--- src/rtl/rvc_compressor_packer.sv ---
// ============================================================================
//  Module : rvc_compressor_packer
//  Brief  : Streaming RV32I->RVC compressor that packs halfwords into 32-bit words.
//  Rev    : 1.0  initial release
// ============================================================================
`default_nettype none

module rvc_compressor_packer #(
    parameter int CNT_W       = 16,
    parameter bit COMPRESS_EN = 1'b1
) (
    input  logic             clk,
    input  logic             reset_n,
    input  logic             in_valid,
    output logic             in_ready,
    input  logic [31:0]      in_instr,
    input  logic             flush,
    output logic             out_valid,
    input  logic             out_ready,
    output logic [31:0]      out_word,
    output logic             idle,
    output logic [CNT_W-1:0] count_compressed
);

    localparam logic [6:0]  c_OP_IMM  = 7'b0010011;
    localparam logic [6:0]  c_OP      = 7'b0110011;
    localparam logic [6:0]  c_LOAD    = 7'b0000011;
    localparam logic [6:0]  c_STORE   = 7'b0100011;
    localparam logic [15:0] c_CNOP    = 16'h0001;

    logic [6:0]  w_opcode, w_f7;
    logic [4:0]  w_rd, w_rs1, w_rs2;
    logic [2:0]  w_f3;
    logic [11:0] w_imm_i, w_imm_s;
    logic        w_small_imm, w_rd_c, w_rs1_c, w_rs2_c;
    logic        w_is_addi, w_is_add, w_is_lw, w_is_sw;
    logic        w_cvalid;
    logic [15:0] w_chalf;
    logic [1:0]  w_f2;
    logic        w_f2_ok;

    assign w_opcode = in_instr[6:0];
    assign w_rd     = in_instr[11:7];
    assign w_f3     = in_instr[14:12];
    assign w_rs1    = in_instr[19:15];
    assign w_rs2    = in_instr[24:20];
    assign w_f7     = in_instr[31:25];
    assign w_imm_i  = in_instr[31:20];
    assign w_imm_s  = {in_instr[31:25], in_instr[11:7]};

    // Immediate fits in 6-bit signed when bits [11:5] are a pure sign extension.
    assign w_small_imm = (w_imm_i[11:5] == {7{w_imm_i[5]}});
    assign w_rd_c      = (w_rd[4:3]  == 2'b01);
    assign w_rs1_c     = (w_rs1[4:3] == 2'b01);
    assign w_rs2_c     = (w_rs2[4:3] == 2'b01);

    assign w_is_addi = (w_opcode == c_OP_IMM) && (w_f3 == 3'b000);
    assign w_is_add  = (w_opcode == c_OP) && (w_f3 == 3'b000) && (w_f7 == 7'b0000000);
    assign w_is_lw   = (w_opcode == c_LOAD)  && (w_f3 == 3'b010);
    assign w_is_sw   = (w_opcode == c_STORE) && (w_f3 == 3'b010);

    always_comb begin
        w_f2    = 2'b00;
        w_f2_ok = 1'b0;
        if (w_opcode == c_OP) begin
            if (w_f7 == 7'b0100000 && w_f3 == 3'b000) begin
                w_f2 = 2'b00; w_f2_ok = 1'b1;
            end else if (w_f7 == 7'b0000000 && w_f3 == 3'b100) begin
                w_f2 = 2'b01; w_f2_ok = 1'b1;
            end else if (w_f7 == 7'b0000000 && w_f3 == 3'b110) begin
                w_f2 = 2'b10; w_f2_ok = 1'b1;
            end else if (w_f7 == 7'b0000000 && w_f3 == 3'b111) begin
                w_f2 = 2'b11; w_f2_ok = 1'b1;
            end
        end
    end

    always_comb begin
        w_cvalid = 1'b0;
        w_chalf  = 16'h0000;
        if (!COMPRESS_EN) begin
            w_cvalid = 1'b0;
        end else if (w_is_addi && w_rs1 == 5'd0 && w_rd != 5'd0 && w_small_imm) begin
            w_cvalid = 1'b1;
            w_chalf  = {3'b010, w_imm_i[5], w_rd, w_imm_i[4:0], 2'b01};
        end else if (w_is_addi && w_rs1 == w_rd && w_rd != 5'd0 && w_imm_i != 12'd0 && w_small_imm) begin
            w_cvalid = 1'b1;
            w_chalf  = {3'b000, w_imm_i[5], w_rd, w_imm_i[4:0], 2'b01};
        end else if (w_is_add && w_rs1 == 5'd0 && w_rd != 5'd0 && w_rs2 != 5'd0) begin
            w_cvalid = 1'b1;
            w_chalf  = {4'b1000, w_rd, w_rs2, 2'b10};
        end else if (w_is_add && w_rs1 == w_rd && w_rd != 5'd0 && w_rs2 != 5'd0) begin
            w_cvalid = 1'b1;
            w_chalf  = {4'b1001, w_rd, w_rs2, 2'b10};
        end else if (w_f2_ok && w_rs1 == w_rd && w_rd_c && w_rs2_c) begin
            w_cvalid = 1'b1;
            w_chalf  = {6'b100011, w_rd[2:0], w_f2, w_rs2[2:0], 2'b01};
        end else if (w_is_lw && w_rd_c && w_rs1_c && w_imm_i[11:7] == 5'd0 && w_imm_i[1:0] == 2'b00) begin
            w_cvalid = 1'b1;
            w_chalf  = {3'b010, w_imm_i[5:3], w_rs1[2:0], w_imm_i[2], w_imm_i[6], w_rd[2:0], 2'b00};
        end else if (w_is_sw && w_rs2_c && w_rs1_c && w_imm_s[11:7] == 5'd0 && w_imm_s[1:0] == 2'b00) begin
            w_cvalid = 1'b1;
            w_chalf  = {3'b110, w_imm_s[5:3], w_rs1[2:0], w_imm_s[2], w_imm_s[6], w_rs2[2:0], 2'b00};
        end
    end

    logic             out_valid_q, out_valid_d;
    logic [31:0]      out_word_q, out_word_d;
    logic             pend_q, pend_d;
    logic [15:0]      half_q, half_d;
    logic [CNT_W-1:0] cnt_q, cnt_d;
    logic             w_accept, w_flush;

    assign in_ready = !out_valid_q || out_ready;
    assign w_accept = in_valid && in_ready;
    // An accepted input takes priority over flush in the same cycle.
    assign w_flush  = flush && in_ready && !w_accept && pend_q;

    always_comb begin
        out_valid_d = out_valid_q && !out_ready;
        out_word_d  = out_word_q;
        pend_d      = pend_q;
        half_d      = half_q;
        cnt_d       = cnt_q;
        if (w_accept) begin
            if (w_cvalid) begin
                cnt_d = cnt_q + CNT_W'(1);
                if (pend_q) begin
                    out_word_d  = {w_chalf, half_q};
                    out_valid_d = 1'b1;
                    pend_d      = 1'b0;
                end else begin
                    half_d = w_chalf;
                    pend_d = 1'b1;
                end
            end else if (pend_q) begin
                out_word_d  = {in_instr[15:0], half_q};
                out_valid_d = 1'b1;
                half_d      = in_instr[31:16];
            end else begin
                out_word_d  = in_instr;
                out_valid_d = 1'b1;
            end
        end else if (w_flush) begin
            out_word_d  = {c_CNOP, half_q};
            out_valid_d = 1'b1;
            pend_d      = 1'b0;
        end
    end

    always_ff @(posedge clk or negedge reset_n) begin
        if (!reset_n) begin
            out_valid_q <= 1'b0;
            out_word_q  <= 32'h0;
            pend_q      <= 1'b0;
            half_q      <= 16'h0;
            cnt_q       <= '0;
        end else begin
            out_valid_q <= out_valid_d;
            out_word_q  <= out_word_d;
            pend_q      <= pend_d;
            half_q      <= half_d;
            cnt_q       <= cnt_d;
        end
    end

    assign out_valid        = out_valid_q;
    assign out_word         = out_word_q;
    assign idle             = !pend_q && !out_valid_q;
    assign count_compressed = cnt_q;

endmodule

`default_nettype wire

--- config.mk ---
export PLATFORM = sky130hd
export DESIGN_NAME = rvc_compressor_packer
export DESIGN_NICKNAME = d
export VERILOG_FILES = /design/src/rtl/rvc_compressor_packer.sv
export SDC_FILE = /design/constraint.sdc
export NUM_CORES = 1
export LEC_CHECK = 0
export BUFFER_PORTS_ARGS = -buffer_cell sky130_fd_sc_hd__buf_4
export CORE_AREA = 2 2 93 113
export DETAILED_ROUTE_END_ITERATION = 16
export DIE_AREA = 0 0 95 115
export PLACE_DENSITY = 0.62
export SYNTH_ARGS = -nofsm -noshare
export SYNTH_HDL_FRONTEND = slang
export SYNTH_SLANG_ARGS = --single-unit
--- constraint.sdc ---
create_clock -name clk -period 2.58 [get_ports clk]
set_clock_uncertainty 0.1 [all_clocks]
set_input_delay 0.516 -clock clk [delete_from_list [all_inputs] [get_ports clk]]
set_output_delay 0.516 -clock clk [all_outputs]
set_load 0.02 [all_outputs]
==> results of run 1 <==
[placed cells by master (no fill, tap or decap), drive strengths merged, types with 7 or more instances in the layout]
cell type / instances
buf: 208
dfrtp: 66
o21ai: 49
nor2: 44
a21oi: 42
nand2: 40
nor3: 17
xor2: 16
a31oi: 16
clkbuf: 10
inv: 10
mux2: 9
nand4: 7
mux2i: 7
[path summary, 6_finish.rpt]
check                                      from  depth (start not counted)                    to  slack [ns]
min reg2reg                count_compressed[15]                          1  count_compressed[15]        0.37
max                                in_instr[31]                         11            half_q[11]       -0.19
min in group clk           count_compressed[15]                          1  count_compressed[15]        0.37
min                                     reset_n                          1          out_word[31]        0.19
max in group asynchronous               reset_n                          1           out_word[6]        1.63
max reg2reg                           out_valid                          9   count_compressed[5]        0.61
[worst register-to-register path, delay by kind of cell, from the launching register on]
family	cells	cell delay [ns]
flops	1	0.38
xor+xnor	1	0.16
simple gates	4	0.56
buf+inv	4	0.68
[where the power goes]
group          total [mW]  internal [mW]  switching, mW
registers            1.18           1.12         0.0574
clock network        1.27          0.776          0.492
logic               0.719          0.327          0.392
total                3.17           2.23          0.941
[registers in the layout, summed over array words and instances (netlist names)]
register / count
count_compressed: 16
half_q: 16
out_word: 32
pend_q: 1
out_valid: 1
[repair_timing]
action,4_1_cts,5_1_grt
endpoints found under the hold margin,0,0
buffers inserted,2,12
endpoints found under the setup margin,62,66
cloned,3,0
resized for setup,39,52
hold buffers,0,0
pin swaps,23,40
[stage by stage]
step           cell area (um2)  util (%)  power [mW]
6_report                  6332     64.23       3.168
3_5_place_dp              5523     56.02       1.873
5_1_grt                   6332     64.23       3.297
4_1_cts                   5997     60.82       3.160
3_3_place_gp              5523     56.02       1.867
2_1_floorplan             4046         -       1.488
[cells by family (layout without fill, tap and decap cells)]
logic type	Yosys count	count (layout)	synth area share [%]
xor gates and xnor gates	21	21	4.774
adders and majority gates	3	3	0.9744
and+or+nand+nor	155	157	20.59
DFF	66	66	42.87
muxes	16	16	4.450
buffers and inverters	32	233	3.540
AOI/OAI and AO/OA	143	143	22.80
[layer usage]
| layer | track usage, % | vias to the layer above | wire (um) |
|---|---|---|---|
| met2 | 49.13 | 187 | 7828 |
| li1 | - | 2008 | - |
| met5 | 0 | - | 0 |
| met4 | 9.855 | 0 | 413 |
| met1 | 36.01 | 2148 | 6191 |
| met3 | 5.374 | 30 | 970 |
[area by class of cell]
cell class / instances / share of cell area (%)
multi-input cells: 340 / 39.89
repair buffers: 208 / 26.20
flip-flops and latches: 66 / 26.08
clock buffers: 10 / 3.774
well taps: 126 / 2.490
clock inverters: 6 / 1.027
inverters: 9 / 0.5335
==> reports/results.ini, run 1 <==
[die]
die_w_um=95
start_util_pct=39.07
core-area_um2=9859
dieArea_um2=10930
die_h_um=115
ios=88
rows=40

[finish]
fillers=825
seqCellArea_um2=1652
layout-drive-gt1-share_pct=48.04
fin_cells=765
fin_nets=674
diodes=0
flow.area_growth_from_synthesis_pct=64.37
multi_input_area_um2=2526

[yosys]
post_synth_num_cell_types=58
syn_area_um2=3852
synth_top_area_share_pct=42.87
synthFlopType=dfrtp_1
synth_edf_count=0
yosysMostFrequentCell=dfrtp_1
synth_nets=476
syn_inst=436
synth_area_per_cell_um2=8.836
yosysWarningCount=0
ys_ff_latch=66
netlist_top_cells_area=dfrtp_1, a21oi_1, o21ai_0
async_flop_share_pct=100.0
synth_common_cells=dfrtp_1, nor2_1, a21oi_1, nand2_1, o21ai_0
ys_seq_area_share_pct=42.87
synth.largest_area_cell=dfrtp_1

[worst_setup_path]
worstPathArrival_ns=2.90
crit_family=simple AND/OR/NAND/NOR gates
slowest_stage=or3_4
required_ns=2.71
end_kind=flip-flop
critical_path.max_stage_delay_ns=0.46
worst-path-buf-inv=2
crit_path_start_kind=primary input
crit_fanout=5
path_cells=buf_6 > nor4_4 > and2b_2 > nand4_1 > a22o_4 > a2111oi_4 > inv_2 > ha_4 > or3_4 > a21oi_2 > a21oi_1
crit_type=primary input to flip-flop

[sta]
rsz0062_at_grt=yes
timing.fmax_ghz=0.3609
finalCritPeriodShare_pct=107.4
drv_slew=0
whs_ns=0.1938
min_period_ns=2.771
hold_viol=0
setup_viol=50
finalWorstSetupSlack_ns=-0.1907
finalSetupTns_ns=-5.511
relSlewSlack_pct=42.36
worstMarginPinSlew_ns=0.8647

[detailed_routing]
drt_first_pass_iters=6
drc=0
ant_nets=0
drtIter0Drc=363
wl_per_cell_um=20.14
via_count=4373
viasPerCell=5.716
wl_mm=15.40

[pwr]
p_leak_nw=3.020
irDropWorstVdd_mv=0.3142
powerDensity_nw_per_um2=500.4

[clock_network]
htreeDepth=3
cts_inserted_buffers=9
root_buffer=clkbuf_16
worst_skew_pair.late_latency_ns=0.34
cts_tree=done
clock_path_buffers=2
cts_sinks=66
clk_pin_slew_ns=0.06

[placement]
io_buffers=87
gp_congestion=0.9559
place_inst=734
hpwl_mm=10.87
dpl_worst_slack_ns=-0.6703

[global_route]
grt_overflow=0
antenna_found_initial=0
grt_first_pass_wirelength_mm=23.29
grt_pass1_vias=4310
grt_max_degree=67
grt_use_total_pct=28.63

[run_status]
violations=negative setup slack
status=complete, but fails checks

[worst_hold_path]
holdCritPathClass=primary input to async pin

[job]
max_cap_viol_count=0

No activity file was read; power rests on OpenSTA's default activity.
==> inputs of run 2 (changes only) <==
--- a/config.mk
+++ b/config.mk
@@ -6,10 +6,13 @@
 export NUM_CORES = 1
 export LEC_CHECK = 0
 export BUFFER_PORTS_ARGS = -buffer_cell sky130_fd_sc_hd__buf_4
+export CELL_PAD_IN_SITES_DETAIL_PLACEMENT = 0
+export CELL_PAD_IN_SITES_GLOBAL_PLACEMENT = 1
 export CORE_AREA = 2 2 93 113
 export DETAILED_ROUTE_END_ITERATION = 16
 export DIE_AREA = 0 0 95 115
-export PLACE_DENSITY = 0.62
+export HOLD_SLACK_MARGIN = 0.12
+export PLACE_DENSITY = 0.79
 export SYNTH_ARGS = -nofsm -noshare
 export SYNTH_HDL_FRONTEND = slang
 export SYNTH_SLANG_ARGS = --single-unit
==> constraint.sdc (replaced) <==
create_clock -name clk -period 2.58 [get_ports clk]
set_clock_uncertainty 0.1 [all_clocks]
set_input_delay 0.258 -clock clk [delete_from_list [all_inputs] [get_ports clk]]
set_output_delay 0.258 -clock clk [all_outputs]
set_load 0.02 [all_outputs]
==> reports/results.ini, run 2 (synthesis results as in run 1) <==
[run_status]
status=complete, but fails checks
violations=negative setup slack

[worst_setup_path]
worstPathArrival_ns=2.76
crit_path_start_kind=primary input
required_ns=2.68
end_kind=flip-flop
crit_type=primary input to flip-flop
crit_fanout=10

[pwr]
p_leak_nw=2.827
switching_power_mw=0.9402
finalPower_mw=3.273
p_clk_share_pct=41.0
switching_share_pct=28.73
sequentialPowerShare_pct=36.1
irDropWorstVdd_mv=0.2742
p_int_mw=2.333
powerDensity_nw_per_um2=526.8
power_frac_comb_pct=22.8

[clock_network]
clk_pin_slew_ns=0.06
worst_skew_pair.late_latency_ns=0.33
cts_tree=done
cts_inserted_buffers=9
root_buffer=clkbuf_16
clock_path_buffers=2
cts_sinks=66
htreeDepth=3

[global_route]
grt_overflow=0
grt_first_pass_wirelength_mm=24.87
grt_pass1_vias=4454
grt_use_total_pct=31.19
grt_max_degree=67
antenna_found_initial=0

[die]
dieArea_um2=10930
ios=88
rows=40
core-area_um2=9859
die_h_um=115
die_w_um=95
start_util_pct=39.07

[sta]
timing.fmax_ghz=0.3763
whs_ns=0.1215
drv_slew=0
finalWorstSetupSlack_ns=-0.07760
finalCritPeriodShare_pct=103.0
worstMarginPinSlew_ns=0.8729
relSlewSlack_pct=41.81
hold_viol=0
setup_viol=20
min_period_ns=2.658
rsz0062_at_grt=yes

[finish]
layout-drive-gt1-share_pct=45.96
fillers=846
fin_nets=666
largest_reg_flops=32
flow.area_growth_from_synthesis_pct=61.25
fin_util_pct=63.01
layout_commonest_cell=buf_4
mostFrequentLayoutCells=buf_4, dfrtp_1, nor2_1
stdcell_area_um2=6212
diodes=0

[worst_hold_path]
holdCritPathClass=primary input to flip-flop

[placement]
hpwl_mm=11.93
gp_congestion=0.9923
postPlaceCellArea_um2=5411
io_buffers=87

[detailed_routing]
ant_nets=0
drc=0
drt_first_pass_iters=4
wl_per_cell_um=22.08
viasPerCell=5.627
drtIter0Drc=243
via_count=4260
wl_mm=16.72

[job]
max_cap_viol_count=0

-- run 2: changes by cell type in the layout (fill, tap and decap cells not counted), moves of 3 or more --
cell     before  now
a31oi_4       0    3
buf_4       190  182
buf_6        14   11
buf_8         1    4
nor2_1       38   42
nor2_2        3    0
nor3_2        1   11
nor3_4       11    0
o21ai_0      20   24
o21ai_2       3    0
-- run 2: worst paths after layout --
kind | startpoint | endpoint | slack [ns] | depth (start not counted)
min | flush | out_valid | 0.12 | 3
min in group asynchronous | reset_n | out_word[14] | 0.50 | 2
max in group asynchronous | reset_n | half_q[7] | 1.32 | 2
max reg2reg | out_valid | out_word[14] | 0.17 | 8
min reg2reg | half_q[15] | half_q[15] | 0.38 | 2
max | in_instr[27] | half_q[3] | -0.08 | 12
-- run 2: power groups by stage --
stage / clock, mW / combinational (mW) / sequential (mW)
final: 1.34 / 0.747 / 1.18
after global routing: 1.39 / 0.795 / 1.19
after CTS: 1.36 / 0.727 / 1.18
after detailed placement: 0 / 0.668 / 1.20
after global placement: 0 / 0.661 / 1.20
after floorplan: 0 / 0.208 / 1.28
-- run 2: layout make-up --
| cell class | instances | area, um2 | share of cell area, % |
|---|---|---|---|
| clock buffers | 11 | 242.7 | 3.907 |
| clock inverters | 5 | 77.57 | 1.249 |
| inverters | 9 | 33.78 | 0.5438 |
| multi-input cells | 338 | 2396 | 38.57 |
| flip-flops and latches | 66 | 1652 | 26.59 |
| well taps | 126 | 157.7 | 2.538 |
| repair buffers | 202 | 1653 | 26.61 |
-- run 2: repair_timing --
item / CTS / global route
gates cloned: 3 / 1
hold buffers: 1 / 0
setup endpoints to repair: 49 / 59
gates resized for setup: 27 / 40
pin swaps: 12 / 13
setup buffers: 10 / 4
hold endpoints to repair: 66 / 0
-- run 2: worst max-delay path, cell delays in order --
cell       delay (ns)
buf_8            0.10
nor4_4           0.28
and2b_2          0.20
nand4_1          0.16
a22o_4           0.28
a2111oi_4        0.39
inv_2            0.10
ha_4             0.23
or3_4            0.41
buf_8            0.17
a21oi_2          0.11
a21oi_1          0.08
-- run 2: metal layers --
layer  global-route usage, %  part of all wire, %  up-vias
met1                   36.87                   39     2099
met2                   53.14                   52      144
met5                       0                    0        -
met4                   20.10                  4.6        0
met3                   3.670                  4.5       39
li1                        -                    -     1978
-- run 2: through the flow --
step | instances | worst slack [ns] | TNS (ns)
6_report | 757 | -0.07760 | -0.9519
5_1_grt | 757 | -0.2119 | -5.849
4_1_cts | 753 | -0.1464 | -4.803
3_5_place_dp | 723 | -0.8695 | -34.66
3_3_place_gp | 723 | -0.7787 | -29.04
2_1_floorplan | 436 | -0.6857 | -24.51
